File: src/rtl/hs_ram_bridge.sv
// hs_ram_bridge: hands the CPU work-RAM port to the hiscore engine on request.
// The CPU is stalled at a bus-cycle boundary, or after a bounded drain timeout,
// before the engine is granted. Engine reads have a fixed 3-clock latency.
//
// state   | meaning
// --------+-----------------------------------------------------------
// CPU_OWN | CPU drives RAM, no stall
// DRAIN   | stall requested, waiting for cpu_ce or drain timeout
// HS_OWN  | engine owns RAM through its registered inputs
// RELEASE | one dead clock with no writes before handing back to CPU
module hs_ram_bridge #(
    parameter logic [15:0] RAM_BASE  = 16'hE000,
    parameter int          RAM_AW    = 11,
    parameter logic [7:0]  DRAIN_MAX = 8'd255
) (
    input  logic              clk48M,
    input  logic              reset_n,
    input  logic              hs_access,
    input  logic [15:0]       hs_address,
    input  logic [7:0]        hs_data_in,
    input  logic              hs_write,
    output logic [7:0]        hs_data_out,
    output logic              hs_grant,
    output logic              cpu_hold,
    input  logic              cpu_ce,
    input  logic              cpu_cs,
    input  logic              cpu_wr,
    input  logic [15:0]       cpu_ad,
    input  logic [7:0]        cpu_dout,
    output logic [7:0]        cpu_din,
    output logic [RAM_AW-1:0] ram_addr,
    output logic              ram_we,
    output logic [7:0]        ram_wd,
    input  logic [7:0]        ram_rd
);

    typedef enum logic [1:0] {
        CPU_OWN = 2'd0,
        DRAIN   = 2'd1,
        HS_OWN  = 2'd2,
        RELEASE = 2'd3
    } state_t;

    localparam logic [16:0] WIN_SIZE = 17'd1 << RAM_AW;

    state_t            state;
    logic [7:0]        drain_cnt;
    logic [15:0]       hs_addr_q;
    logic [7:0]        hs_din_q;
    logic              hs_we_q;
    logic              win_q;
    logic [16:0]       hs_off;
    logic              hs_in_win;
    logic [RAM_AW-1:0] cpu_off;

    // 17-bit subtraction: addresses below RAM_BASE borrow into bit 16 and fall outside the window
    assign hs_off    = {1'b0, hs_addr_q} - {1'b0, RAM_BASE};
    assign hs_in_win = (hs_off < WIN_SIZE);
    assign cpu_off   = cpu_ad[RAM_AW-1:0] - RAM_BASE[RAM_AW-1:0];
    assign cpu_din   = ram_rd;

    // ownership state machine with registered stall/grant outputs
    always_ff @(posedge clk48M or negedge reset_n) begin
        if (!reset_n) begin
            state     <= CPU_OWN;
            drain_cnt <= 8'd0;
            cpu_hold  <= 1'b0;
            hs_grant  <= 1'b0;
        end else begin
            case (state)
                CPU_OWN: begin
                    if (hs_access) begin
                        state     <= DRAIN;
                        drain_cnt <= 8'd0;
                        cpu_hold  <= 1'b1;
                    end
                end
                DRAIN: begin
                    if (!hs_access) begin
                        state    <= CPU_OWN;
                        cpu_hold <= 1'b0;
                    end else if (cpu_ce || (drain_cnt == DRAIN_MAX)) begin
                        state    <= HS_OWN;
                        hs_grant <= 1'b1;
                    end else begin
                        drain_cnt <= drain_cnt + 8'd1;
                    end
                end
                HS_OWN: begin
                    if (!hs_access) begin
                        state    <= RELEASE;
                        hs_grant <= 1'b0;
                    end
                end
                RELEASE: begin
                    state    <= CPU_OWN;
                    cpu_hold <= 1'b0;
                end
                default: begin
                    state    <= CPU_OWN;
                    cpu_hold <= 1'b0;
                    hs_grant <= 1'b0;
                end
            endcase
        end
    end

    // engine input register and read-data pipeline; strobes outside HS_OWN never reach the RAM
    always_ff @(posedge clk48M or negedge reset_n) begin
        if (!reset_n) begin
            hs_addr_q   <= 16'd0;
            hs_din_q    <= 8'd0;
            hs_we_q     <= 1'b0;
            win_q       <= 1'b0;
            hs_data_out <= 8'h00;
        end else begin
            hs_addr_q <= hs_address;
            hs_din_q  <= hs_data_in;
            hs_we_q   <= hs_write && (state == HS_OWN);
            win_q     <= hs_in_win;
            if (state == HS_OWN) begin
                hs_data_out <= win_q ? ram_rd : 8'hFF;
            end
        end
    end

    // RAM port mux; RELEASE keeps the engine address but blocks every write
    always_comb begin
        ram_addr = cpu_off;
        ram_we   = cpu_cs & cpu_wr;
        ram_wd   = cpu_dout;
        if (state == HS_OWN) begin
            ram_addr = hs_off[RAM_AW-1:0];
            ram_we   = hs_we_q & hs_in_win;
            ram_wd   = hs_din_q;
        end else if (state == RELEASE) begin
            ram_addr = hs_off[RAM_AW-1:0];
            ram_we   = 1'b0;
            ram_wd   = hs_din_q;
        end
    end

endmodule

File: config.mk
export PLATFORM = sky130hd
export DESIGN_NAME = hs_ram_bridge
export DESIGN_NICKNAME = d
export VERILOG_FILES = /design/src/rtl/hs_ram_bridge.sv
export SDC_FILE = /design/constraint.sdc
export NUM_CORES = 1
export LEC_CHECK = 0
export CORE_MARGIN = 5
export CORE_UTILIZATION = 39
export CTS_CLUSTER_SIZE = 16
export DETAILED_ROUTE_END_ITERATION = 8
export PLACE_DENSITY = 0.79
export REMOVE_ABC_BUFFERS = 1
export SYNTH_ARGS = -nofsm -noshare
export SYNTH_HDL_FRONTEND = slang
export SYNTH_SLANG_ARGS = --single-unit
File: constraint.sdc
create_clock -name clk48M -period 2 [get_ports clk48M]
set_clock_uncertainty 0.05 [all_clocks]
set_input_delay 0.3 -clock clk48M [delete_from_list [all_inputs] [get_ports clk48M]]
set_output_delay 0.3 -clock clk48M [all_outputs]
set_load 0.05 [all_outputs]
==> run metrics, run 1 <==
status=finished, final reports clean; path category of the worst min-delay check=in -> async; number of global-route vias before repair=1465; Vias=1518; Worst-path clk slew=0.08 ns; Mapped Area=0.00196 mm^2; critical-path maximum fanout=10; Met3 Routed Length=447 um; Total Nets Final=318; switching share of power=44.3%; final hold vios=0; Clock power frac=14.7%; met2 wirelength from detailed routing=2360 um; Initial Util=40.9%; Yosys top cell area share=58.9%; most common cell after layout, fill and taps aside=clkdlybuf4s50_1; CP dominant cell by count=buf_4; Yosys warning count=0; M1 WL=1820 um; uppermost layer routed=met4; WP data arrival=1.58 ns; ys flop type=dfrtp_1; Syn Inst Count=162; setup bufs post-CTS=0; delay-heaviest family, CP=flip-flops; Fmax=0.519 GHz; hold buffers post-CTS=0; switching power=1.65 mW; sequential share of power=34.3%; largest area contributor in the netlist=dfrtp_1; CORE AREA=0.00479 mm^2; worst-margin pin slew=0.562 ns; Sequential Area=0.00115 mm^2; setup ws final=0.0725 ns; Routed WL per cell=14.4 um; Max VDD drop=0.000596 V; pwr dens=1220 mW/mm^2; ANT nets after route=0; DRC=0; number of diodes=0; H-tree depth=2; CTS resizes=1; die height=80.8 um; Worst EP required=1.65 ns; drt first pass iters=4; Fin Setup TNS=0 ns; port bufs=95; initial drt markers=42; max_cap viols=0; worst relative slew slack=62.5%; dpl ws=0.107 ns; Multi-input gate area=707 um^2; number of synthesized flops with an enable pin=0; Crit path buffers/inverters=2; clk_lat worst skew=0.29 ns; pin count of the biggest net entering global routing=47; Combinational Power Share=51.0%; r2r setup slk=0.23 ns; Cell Chain, Critical Path=buf_4, mux2_2, buf_4; first-pass GRT wire length=6980 um; GRT overflow=0; DP Wirelength=3670 um; Yosys cell types=34; kind of critical path=reg -> out; CP peak stage delay=0.51 ns; Slowest-stage cell, CP=dfrtp_2; Cell Rows=25; Leak=1.34 nW; Synth Register Bits=46; fraction of layout cells with a size suffix above 1=25.1%; post-synthesis sequential area ratio=58.9%; period utilization=96.4%; CTS tree=built; Int Pwr=2.07 mW; final-report setup violation count=0; crit start category=register; Clock Sinks=46; Mean Syn Cell Area=12.1 um^2; post-layout min period=1.93 ns; # fillers=386; initial antenna violation count=0; I/O pin cnt=101; GRT Total Usage=13.9%; top cells by area, synth=dfrtp_1 (59%), mux2_2 (11%), nand2_1 (3.3%); total CTS buffers=5; RSZ-0062 raised after global routing=false; root buf cell=clkbuf_8; area grow syn2layout=56.2%; asr flop ratio synth=100%; CP Capture Type=output port; Die ar.=0.00653 mm^2; GPL Wtd Cong=0.728; clk buf depth=2; final slew viol count=0; WL final=4650 um; most frequent cells in the layout=clkdlybuf4s50_1 (66), dfrtp_1 (45), buf_4 (23); routed vias/inst=4.71; Die Wd=80.8 um
## power groups by stage
stage	Combinational, mW	Sequential [mW]	Clock, mW
after floorplan	0.802	1.66	0
after global placement	1.90	1.28	0
after detailed placement	1.92	1.29	0
after CTS	1.92	1.28	0.572
after global routing	2.00	1.31	0.618
final	1.90	1.28	0.547
## through the flow
| stage | util (%) | cells | cell area [um^2] | total power, mW | hold WS (ns) |
|---|---|---|---|---|---|
| after floorplan | - | 148 | 1870 | 2.46 | -0.0456 |
| after global placement | 62.0 | 314 | 2970 | 3.18 | 0.357 |
| after detailed placement | 62.0 | 314 | 2970 | 3.21 | 0.359 |
| after CTS | 63.8 | 322 | 3060 | 3.77 | 0.0501 |
| after global routing | 63.8 | 322 | 3060 | 3.93 | 0.0628 |
| final | 63.8 | 322 | 3060 | 3.72 | 0.0278 |
## cells by family after synthesis
family / count (synthesis) / synth area share [%]
AO/OA/AOI/OAI: 25 / 8.57
XOR/XNOR: 2 / 0.896
adder cells (fa/ha/maj): 2 / 1.15
buffers and inverters: 16 / 4.99
flip-flops: 46 / 58.9
multiplexers: 19 / 10.9
AND/OR/NAND/NOR: 52 / 14.6
## final timing paths
check / end / cells after the start / from
worst min-delay path: drain_cnt[5]$_DFFE_PN0P_ / 2 / reset_n
worst max register to register: drain_cnt[1]$_DFFE_PN0P_ / 5 / drain_cnt[0]$_DFFE_PN0P_
worst min register to register: win_q$_DFF_PN0_ / 1 / hs_addr_q[12]$_DFF_PN0_
min in group clk48M: win_q$_DFF_PN0_ / 1 / hs_addr_q[12]$_DFF_PN0_
max in group asynchronous: asynchronous set/reset pin / 2 / reset_n
worst max-delay path: ram_addr[0] / 3 / register
## area by class of cell
| cell class | instances | area share [%] |
|---|---|---|
| clock buffers | 6 | 2.38 |
| clock inverters | 2 | 0.450 |
| inverters | 2 | 0.246 |
| flip-flops and latches | 46 | 37.7 |
| repair buffers | 99 | 33.3 |
| multi-input cells | 100 | 23.1 |
| well taps | 67 | 2.74 |
## state kept, by name, indices dropped and copies added (netlist names), named ones only
register,flops
hs_grant,1
hs_din_q,8
state,1
drain_cnt,8
win_q,1
cpu_hold,1
hs_we_q,1
hs_data_out,8
hs_addr_q,16
## synth_stat cells, types with 2 or more instances
| master | number |
|---|---|
| dfrtp_1 | 46 |
| mux2_2 | 19 |
| nand2_1 | 17 |
| o21ai_0 | 10 |
| buf_4 | 8 |
| nor2b_1 | 8 |
| nor2_1 | 7 |
| clkbuf_1 | 5 |
| a21oi_1 | 4 |
| nand4_1 | 4 |
| and3_1 | 3 |
| nand3_1 | 3 |
| a41o_1 | 2 |
| inv_1 | 2 |
| nand2b_1 | 2 |
| o31ai_1 | 2 |
| or4_1 | 2 |
| xnor2_1 | 2 |
## per-layer routing
metal	GRT usage, %	vias to the layer above
li1	-	743
met1	16.5	713
met2	24.7	60
met3	4.77	2
met4	2.03	0
met5	0	-
Note: power is estimated with default switching activity, not from simulation.
==> run 2: changes to the inputs <==
--- a/config.mk
+++ b/config.mk
@@ -5,11 +5,10 @@
 export SDC_FILE = /design/constraint.sdc
 export NUM_CORES = 1
 export LEC_CHECK = 0
-export CORE_MARGIN = 5
-export CORE_UTILIZATION = 39
+export CORE_UTILIZATION = 40
 export CTS_CLUSTER_SIZE = 16
 export DETAILED_ROUTE_END_ITERATION = 8
-export PLACE_DENSITY = 0.79
+export PLACE_DENSITY = 0.81
 export REMOVE_ABC_BUFFERS = 1
 export SYNTH_ARGS = -nofsm -noshare
 export SYNTH_HDL_FRONTEND = slang
==> constraint.sdc (replaced) <==
create_clock -name clk48M -period 2.4 [get_ports clk48M]
set_clock_uncertainty 0.05 [all_clocks]
set_input_delay 0.36 -clock clk48M [delete_from_list [all_inputs] [get_ports clk48M]]
set_output_delay 0.36 -clock clk48M [all_outputs]
set_load 0.05 [all_outputs]
==> run metrics, run 2 (same netlist as run 1, synthesis figures left out) <==
hold_ws=-0.00250 ns (was 0.0278 ns); most frequent cells in the layout=clkdlybuf4s50_1 (68), dfrtp_1 (46), buf_4 (29) (was clkdlybuf4s50_1 (66), dfrtp_1 (45), buf_4 (23)); GR peak layer=met2 (unchanged); status=complete, but fails checks (was finished, final reports clean); post-layout min period=2.06 ns; Vias=1566 (was 1518); CORE AREA=0.00472 mm^2 (was 0.00479 mm^2); met2 Usage GRT=29.1% (was 24.7%); setup bufs post-CTS=0 (unchanged); delay-heaviest family, CP=buffers and inverters (was flip-flops); most flop-heavy register=hs_addr_q (unchanged); r2r setup slk=0.63 ns (was 0.23 ns); critical-path maximum fanout=2 (was 10); Leak=1.31 nW (was 1.34 nW); final core utilization=63.1% (was 63.8%); Worst EP required=1.99 ns (was 1.65 ns); Slowest-stage cell, CP=clkdlybuf4s50_1 (was dfrtp_2); WL final=4340 um (was 4650 um); GRT Total Usage=17.1% (was 13.9%); root buf cell=clkbuf_8 (unchanged); Clock Sinks=46 (unchanged); Crit path buffers/inverters=2 (unchanged); CP dominant cell by count=clkdlybuf4s50_1 (was buf_4); initial antenna violation count=0 (unchanged); DP Wirelength=3290 um (was 3670 um); Max VDD drop=0.000452 V (was 0.000596 V); R2R cell count=5 (unchanged); most common cell after layout, fill and taps aside=clkdlybuf4s50_1 (unchanged); H-tree depth=2 (unchanged); Cell Rows=25 (unchanged); hold buffers post-CTS=0 (unchanged); routed vias/inst=4.86 (was 4.71); number of diodes=0 (unchanged); CP peak stage delay=0.80 ns (was 0.51 ns); clk_lat worst skew=0.29 ns (about the same); CTS tree=built (unchanged); drt first pass iters=4 (unchanged); GPL Wtd Cong=0.743 (was 0.728); total power=3.18 mW (was 3.72 mW); number of global-route vias before repair=1426 (was 1465); Total Nets Final=318 (unchanged); final-report setup violation count=0 (unchanged); Cell Chain, Critical Path=clkdlybuf4s50_1, clkdlybuf4s50_1 (was buf_4, mux2_2, buf_4); first-pass GRT wire length=6690 um (was 6980 um); Worst-path clk slew=0.08 ns (about the same); RSZ-0062 raised after global routing=false (unchanged); clk buf depth=2 (unchanged); final hold vios=2 (was 0); final slew viol count=0 (unchanged); Fmax=0.486 GHz; total CTS buffers=5 (unchanged); WP data arrival=1.65 ns (was 1.58 ns); I/O pin cnt=101 (unchanged); crit start category=input port (was register); Die ar.=0.00517 mm^2 (was 0.00653 mm^2); port bufs=95 (unchanged); area grow syn2layout=52.3% (was 56.2%); Die Wd=71.9 um (was 80.8 um); CTS resizes=0 (was 1); max_cap viols=0 (unchanged); pwr dens=1070 mW/mm^2 (was 1220 mW/mm^2); die height=71.9 um (was 80.8 um); met3 usage in global routing=4.17% (was 4.77%); initial drt markers=72 (was 42); Fin Setup TNS=0 ns (unchanged); pin count of the biggest net entering global routing=27 (was 47); Worst R2R End=drain_cnt[1]$_DFFE_PN0P_ (unchanged); # fillers=383 (was 386); failing checks=hold timing; path category of the worst min-delay check=in -> async (unchanged); worst relative slew slack=62.3% (was 62.5%); CP Capture Type=output port (unchanged); fraction of layout cells with a size suffix above 1=23.5% (was 25.1%); GR Util met1=21.0% (was 16.5%); period utilization=85.7%; ANT nets after route=0 (unchanged); Largest register FFs=16 (unchanged); worst-margin pin slew=0.566 ns (was 0.562 ns); DRC=0 (unchanged); Routed WL per cell=13.5 um (was 14.4 um); Initial Util=41.4% (was 40.9%); critical register-to-register path startpoint=drain_cnt[0]$_DFFE_PN0P_ (unchanged); GRT overflow=0 (unchanged); kind of critical path=in -> out (was reg -> out)
-- run 2: metal layers --
metal / vias to the layer above / part of all wire [%]
met5: - / 0
met4: 0 / 0.71
met3: 4 / 6.2
met2: 61 / 53
met1: 759 / 40
li1: 742 / -
-- run 2: stage by stage --
step | instance area, um^2 | instances | worst slack, ns
floorplan | 1870 | 148 | 0.614
global placement | 2870 | 314 | 0.358
detailed placement | 2870 | 314 | 0.340
CTS | 2980 | 322 | 0.340
global route | 2980 | 322 | 0.319
finish | 2980 | 322 | 0.343
-- run 2: how the worst max path moves through the flow --
stage                     startpoint    endpoint  slack, ns  depth (start not counted)
after detailed placement   ram_rd[2]  cpu_din[2]       0.34                          2
final                      ram_rd[2]  cpu_din[2]       0.34                          2
after floorplan             register      ram_we       0.61                          1
after global placement     ram_rd[2]  cpu_din[2]       0.36                          2
after global routing       ram_rd[2]  cpu_din[2]       0.32                          2
after CTS                  ram_rd[2]  cpu_din[2]       0.34                          2
-- run 2: layout make-up --
class	instances	area, um^2	share of cell area [%]
Clock buffer	7	76.3	2.56
Clock inverter	1	30.0	1.01
Inverter	2	7.51	0.252
Sequential cell	46	1150	38.6
Timing Repair Buffer	99	923	31.0
Multi-Input combinational cell	100	707	23.7
Tap cell	67	83.8	2.81
-- run 2: report_power, final --
part | leakage, nW | switching [mW] | internal, mW
Combinational | 0.696 | 1.01 | 0.579
Sequential | 0.557 | 0.115 | 0.921
Clock | 0.0524 | 0.245 | 0.312
